==> config.mk <==
export PLATFORM = sky130hd
export DESIGN_NAME = multicycle_ctrl
export DESIGN_NICKNAME = d
export VERILOG_FILES = /design/src/rtl/multicycle_ctrl.sv
export SDC_FILE = /design/constraint.sdc
export NUM_CORES = 1
export LEC_CHECK = 0
export ABC_AREA = 0
export CAP_MARGIN = 10
export CORE_AREA = 5 5 59 56
export CTS_CLUSTER_DIAMETER = 30
export DETAILED_ROUTE_END_ITERATION = 8
export DIE_AREA = 0 0 64 61
export GPL_ROUTABILITY_DRIVEN = 0
export PLACE_DENSITY = 0.89
export SLEW_MARGIN = 10
export SYNTH_ARGS = -nofsm -noshare
export SYNTH_HDL_FRONTEND = slang
export SYNTH_SLANG_ARGS = --single-unit
==> constraint.sdc <==
create_clock -name clk -period 5.2 [get_ports clk]
set_input_delay 1.04 -clock clk [delete_from_list [all_inputs] [get_ports clk]]
set_output_delay 1.04 -clock clk [all_outputs]
set_load 0.005 [all_outputs]
==> src/rtl/multicycle_ctrl.sv <==
// multicycle_ctrl: control FSM for a multi-cycle RV32-subset datapath.
//
// States: FETCH(0) -> DECODE(1) -> EXEC(2) -> [MEM(3)] -> [WB(4)] -> FETCH, TRAP(5) on an
// illegal opcode (held until reset). Controls are decoded from the state and the opcode
// latched in DECODE.
//
// Optional feature: define MULTICYCLE_CTRL_INSTRET_EN to build the retired-instruction
// counter; otherwise instret is tied to zero and no counter logic exists.
//
// Ports:
//   clk        clock, rising edge
//   rst        asynchronous active-high reset
//   opcode     instruction[6:0], sampled only in DECODE
//   mem_ready  memory completion, only looked at while a request is pending
//   mem_req    memory request, held until mem_ready
//   mem_read   read qualifier for mem_req
//   mem_write  write qualifier for mem_req
//   ir_write   IR load strobe
//   pc_write   PC <= PC + 4 strobe
//   alu_op     ALU operation class (00 add, 01 branch compare, 10 funct-decoded)
//   alu_src    ALU B operand select (1 = immediate)
//   mem_to_reg write-back source select (1 = memory data)
//   reg_write  register file write enable
//   branch     branch evaluation enable
//   jump       jump enable
//   state      current FSM state code
//   illegal    sticky illegal-opcode flag
//   instret    retired-instruction count
module multicycle_ctrl (
    input  logic        clk,
    input  logic        rst,
    input  logic [6:0]  opcode,
    input  logic        mem_ready,
    output logic        mem_req,
    output logic        mem_read,
    output logic        mem_write,
    output logic        ir_write,
    output logic        pc_write,
    output logic [1:0]  alu_op,
    output logic        alu_src,
    output logic        mem_to_reg,
    output logic        reg_write,
    output logic        branch,
    output logic        jump,
    output logic [2:0]  state,
    output logic        illegal,
    output logic [31:0] instret
);

    localparam logic [6:0] OpR      = 7'b0110011;
    localparam logic [6:0] OpLoad   = 7'b0000011;
    localparam logic [6:0] OpOpImm  = 7'b0010011;
    localparam logic [6:0] OpStore  = 7'b0100011;
    localparam logic [6:0] OpBranch = 7'b1100011;
    localparam logic [6:0] OpJal    = 7'b1101111;

    typedef enum logic [2:0] {
        StFetch  = 3'd0,
        StDecode = 3'd1,
        StExec   = 3'd2,
        StMem    = 3'd3,
        StWb     = 3'd4,
        StTrap   = 3'd5
    } state_e;

    state_e     state_q, state_d;
    logic [6:0] opc_q, opc_d;
    logic       opc_legal;

    // State register.
    always_ff @(posedge clk or posedge rst) begin
        if (rst) begin
            state_q <= StFetch;
            opc_q   <= 7'd0;
        end else begin
            state_q <= state_d;
            opc_q   <= opc_d;
        end
    end

    always_comb begin
        opc_legal = (opcode == OpR) || (opcode == OpLoad) || (opcode == OpOpImm) ||
                    (opcode == OpStore) || (opcode == OpBranch) || (opcode == OpJal);
    end

    // Next-state logic.
    always_comb begin
        state_d = state_q;
        opc_d   = opc_q;
        case (state_q)
            StFetch: begin
                if (mem_ready) state_d = StDecode;
            end
            StDecode: begin
                opc_d   = opcode;
                state_d = opc_legal ? StExec : StTrap;
            end
            StExec: begin
                case (opc_q)
                    OpR, OpOpImm, OpJal: state_d = StWb;
                    OpLoad, OpStore:     state_d = StMem;
                    OpBranch:            state_d = StFetch;
                    default:             state_d = StTrap;
                endcase
            end
            StMem: begin
                if (mem_ready) state_d = (opc_q == OpLoad) ? StWb : StFetch;
            end
            StWb:    state_d = StFetch;
            StTrap:  state_d = StTrap;
            default: state_d = StFetch;
        endcase
    end

    // Output decode. rst gates everything so a pending request drops before the next edge.
    // ir_write/pc_write must coincide with the accepted fetch read, so they are the only
    // outputs that follow mem_ready within the cycle.
    always_comb begin
        mem_req    = 1'b0;
        mem_read   = 1'b0;
        mem_write  = 1'b0;
        ir_write   = 1'b0;
        pc_write   = 1'b0;
        alu_op     = 2'b00;
        alu_src    = 1'b0;
        mem_to_reg = 1'b0;
        reg_write  = 1'b0;
        branch     = 1'b0;
        jump       = 1'b0;
        illegal    = 1'b0;
        if (!rst) begin
            case (state_q)
                StFetch: begin
                    mem_req  = 1'b1;
                    mem_read = 1'b1;
                    ir_write = mem_ready;
                    pc_write = mem_ready;
                end
                StExec: begin
                    case (opc_q)
                        OpR:             alu_op = 2'b10;
                        OpOpImm: begin
                            alu_op  = 2'b10;
                            alu_src = 1'b1;
                        end
                        OpLoad, OpStore: alu_src = 1'b1;
                        OpBranch: begin
                            alu_op = 2'b01;
                            branch = 1'b1;
                        end
                        OpJal:           jump = 1'b1;
                        default: ;
                    endcase
                end
                StMem: begin
                    alu_src   = 1'b1;
                    mem_req   = 1'b1;
                    mem_read  = (opc_q == OpLoad);
                    mem_write = (opc_q == OpStore);
                end
                StWb: begin
                    reg_write  = 1'b1;
                    mem_to_reg = (opc_q == OpLoad);
                end
                StTrap:  illegal = 1'b1;
                default: ;
            endcase
        end
    end

    assign state = state_q;

`ifdef MULTICYCLE_CTRL_INSTRET_EN
    logic [31:0] instret_q, instret_d;
    logic        retire;

    // Retirement is any return to FETCH from EXEC, MEM or WB.
    always_comb begin
        retire    = ((state_q == StExec) || (state_q == StMem) || (state_q == StWb)) &&
                    (state_d == StFetch);
        instret_d = retire ? instret_q + 32'd1 : instret_q;
    end

    always_ff @(posedge clk or posedge rst) begin
        if (rst) instret_q <= 32'd0;
        else     instret_q <= instret_d;
    end

    assign instret = instret_q;
`else
    assign instret = 32'd0;
`endif

endmodule

==> out/qor.yml <==
rsz0062_at_grt: "no"
use_met2_pct: 16.1
crit_path_end_kind: "output port"
synth_area_per_cell_um2: 8.54
io_buffers: 25
fin_skew_ps: 2.30
die-area_mm2: 0.00390
drt_pre_antenna_iters: 4
power_density_mw_per_mm2: 376
p_leak_nw: 0.478
viasPerCell: 4.64
critPathMaxFanout: 11
vias: 771
cts_tree: "built"
finalHoldViolations: 0
path_class: "in2out"
worstPathArrival_ps: 2900
synth_edf_count: 0
worst_r2r_startpoint: "state[0]$_DFFE_PP0P_"
max_freq_mhz: 254
place_ws_ps: 1230
syn_area_um2: 982
synth_top_flop_cell: "dfrtp_1"
post_cts_buffers: 0
route.detailed.wl_per_inst_um: 11.9
cp-startpoint: "rst"
core_area_mm2: 0.00264
min_period_over_period_pct: 75.7
dp_hpwl_um: 1640
fin_crit_ps: 3940
drv_slew: 0
die_height_um: 61
global_route.usage.met1_pct: 11.3
hp-start: "opc_q[1]$_DFFE_PP0N_"
synth_warnings: 0
ant_nets: 0
num_rows: 18
clk_pin_slew_ps: 60
setup_slack_ps: 1260
start_kind: "input pin"
busiest_layer: "met2"
crit_required_ps: 4160
start_util_pct: 37.3
cts_repair_resize_count: 0
ir_drop_v: 0.000217
ys_seq_area_share_pct: 25.5
clk_path_buf_depth: 2
holdBufCountCts: 0
antenna_found_initial: 0
cts_root_buf: "clkbuf_4"
syn-instance-count: 115
drive_above_1_share_pct: 11.8
maxCapViolations: 0
grt_usage_pct: 9.50
grt_pass1_wl_um: 2930
ioPinCount: 58
drc: 0
globalRouteOverflowTotal: 0
diodes: 0
area_growth_syn_to_layout_pct: 14.8
clock_latency_ps: 260
setup_viol: 0
cts.sinks: 10
cts-htree-levels: 1
synth-seq-cells: 10
wl_um: 1980
grt_max_degree: 16
async_flop_share_pct: 100
tns_ps: 0
drt_iter0_markers: 34
hp-class: "reg2reg"
synth_cell_types: 36
outcome: "finished clean"
use_met3_pct: 2.59
first_global_vias: 667
layout.nets: 148
die_width_um: 64
cts_buffers: 3
==> area by class of cell <==
cell class | count | area [um^2]
clock buffers | 3 | 22.5
fillers | 261 | 1510
inverters | 4 | 15.0
multi-input cells | 94 | 552
flip-flops and latches | 10 | 250
well taps | 30 | 37.5
repair buffers | 25 | 250
==> cell usage after synthesis, drive strengths merged, types with 2 or more instances <==
master / instances / share of area [%]
nor3: 3 / 1.5
mux2: 7 / 8.0
nor2: 9 / 3.7
nand3: 6 / 3.1
and3: 2 / 1.3
clkbuf: 2 / 0.76
o21a: 2 / 1.5
inv: 4 / 1.5
nor3b: 2 / 2.0
nor4b: 2 / 1.8
o21ai: 2 / 1.0
nand2: 5 / 1.9
dfrtp: 10 / 25
nand2b: 3 / 1.9
buf: 36 / 28
a21oi: 4 / 2.0
==> worst paths after layout <==
path,end,depth (start not counted),slack (ps)
max in group asynchronous,opc_q[2]$_DFFE_PP0N_,2,3810
worst max-delay path,mem_to_reg,6,1260
min in group asynchronous,state[0]$_DFFE_PP0P_,2,1110
worst min register to register,opc_q[1]$_DFFE_PP0N_,1,580
worst max register to register,opc_q[4]$_DFFE_PP0N_,3,3520
worst min-delay path,opc_q[1]$_DFFE_PP0N_,1,580
==> state kept, by name (all words and copies together), names as in the netlist <==
signal	cells
state	3
opc_q	7
==> stage by stage <==
| step | area, um^2 | hold slack, ps | cells | power (mW) | utilization, % |
|---|---|---|---|---|---|
| after detailed placement | 1100 | 574 | 163 | 0.374 | 41.9 |
| after floorplan | 1100 | 533 | 146 | 0.327 | - |
| after global placement | 1100 | 558 | 163 | 0.366 | 41.9 |
| final | 1130 | 583 | 166 | 0.424 | 42.8 |
| after global routing | 1130 | 615 | 166 | 0.458 | 42.8 |
| after CTS | 1130 | 588 | 166 | 0.425 | 42.8 |
==> routing by layer <==
layer,part of all wire [%],up-vias,wire [um]
met5,0,-,0
met4,0.96,0,19
met3,8.6,4,169
met2,51,36,998
met1,40,351,788
li1,-,380,-
==> cells by family (layout without fill, tap and decap cells) <==
| family | Yosys count | count (layout) | share of synthesized area, % |
|---|---|---|---|
| buffers and inverters | 42 | 32 | 30.2 |
| AND/OR/NAND/NOR | 40 | 40 | 24.5 |
| AO/OA/AOI/OAI | 14 | 14 | 10.6 |
| flip-flops | 10 | 10 | 25.5 |
| multiplexers | 7 | 7 | 8.03 |
| other | 1 | 32 | 0.382 |
| XOR/XNOR | 1 | 1 | 0.892 |
==> critical path, cell delays in order <==
cell	delay (ps)
clkdlybuf4s50_1	430
inv_1	320
nand2_1	120
nor3_1	180
nor4b_1	260
clkdlybuf4s50_1	550
==> report_power, final <==
part	internal (mW)	leakage (nW)	total [mW]	switching, mW
sequential	0.114	0.118	0.189	0.0746
combinational	0.110	0.346	0.184	0.0743
clock	0.0266	0.0138	0.0511	0.0244
total	0.251	0.478	0.424	0.173
==> layout by cell type (no fill, tap or decap) <==
cell,netlist,final
or2_2,1,1
inv_2,1,1
nor4_1,1,1
nand4bb_1,1,1
xnor2_1,1,1
nand4_1,1,1
nand3_1,6,6
a211oi_2,1,1
o311a_1,1,1
or3b_4,1,1
nand2_1,5,5
nor4b_1,2,2
o21a_1,2,2
conb_1,1,32
nand3b_1,1,1
nor3_1,3,3
o2111a_1,1,1
nor2_1,8,8
clkdlybuf4s50_1,0,25
a21oi_1,4,4
o221ai_1,1,1
nor3b_1,1,1
mux2_2,7,7
dfrtp_1,10,10
and4b_1,1,1
a21o_1,1,1
o2111ai_1,1,1
o21ai_0,2,2
and3_1,2,2
nor2_2,1,1
inv_1,3,3
clkbuf_4,0,3
nand2b_1,3,3
nor3b_2,1,1
and4bb_1,1,1
Note: power is estimated with default switching activity, not from simulation.
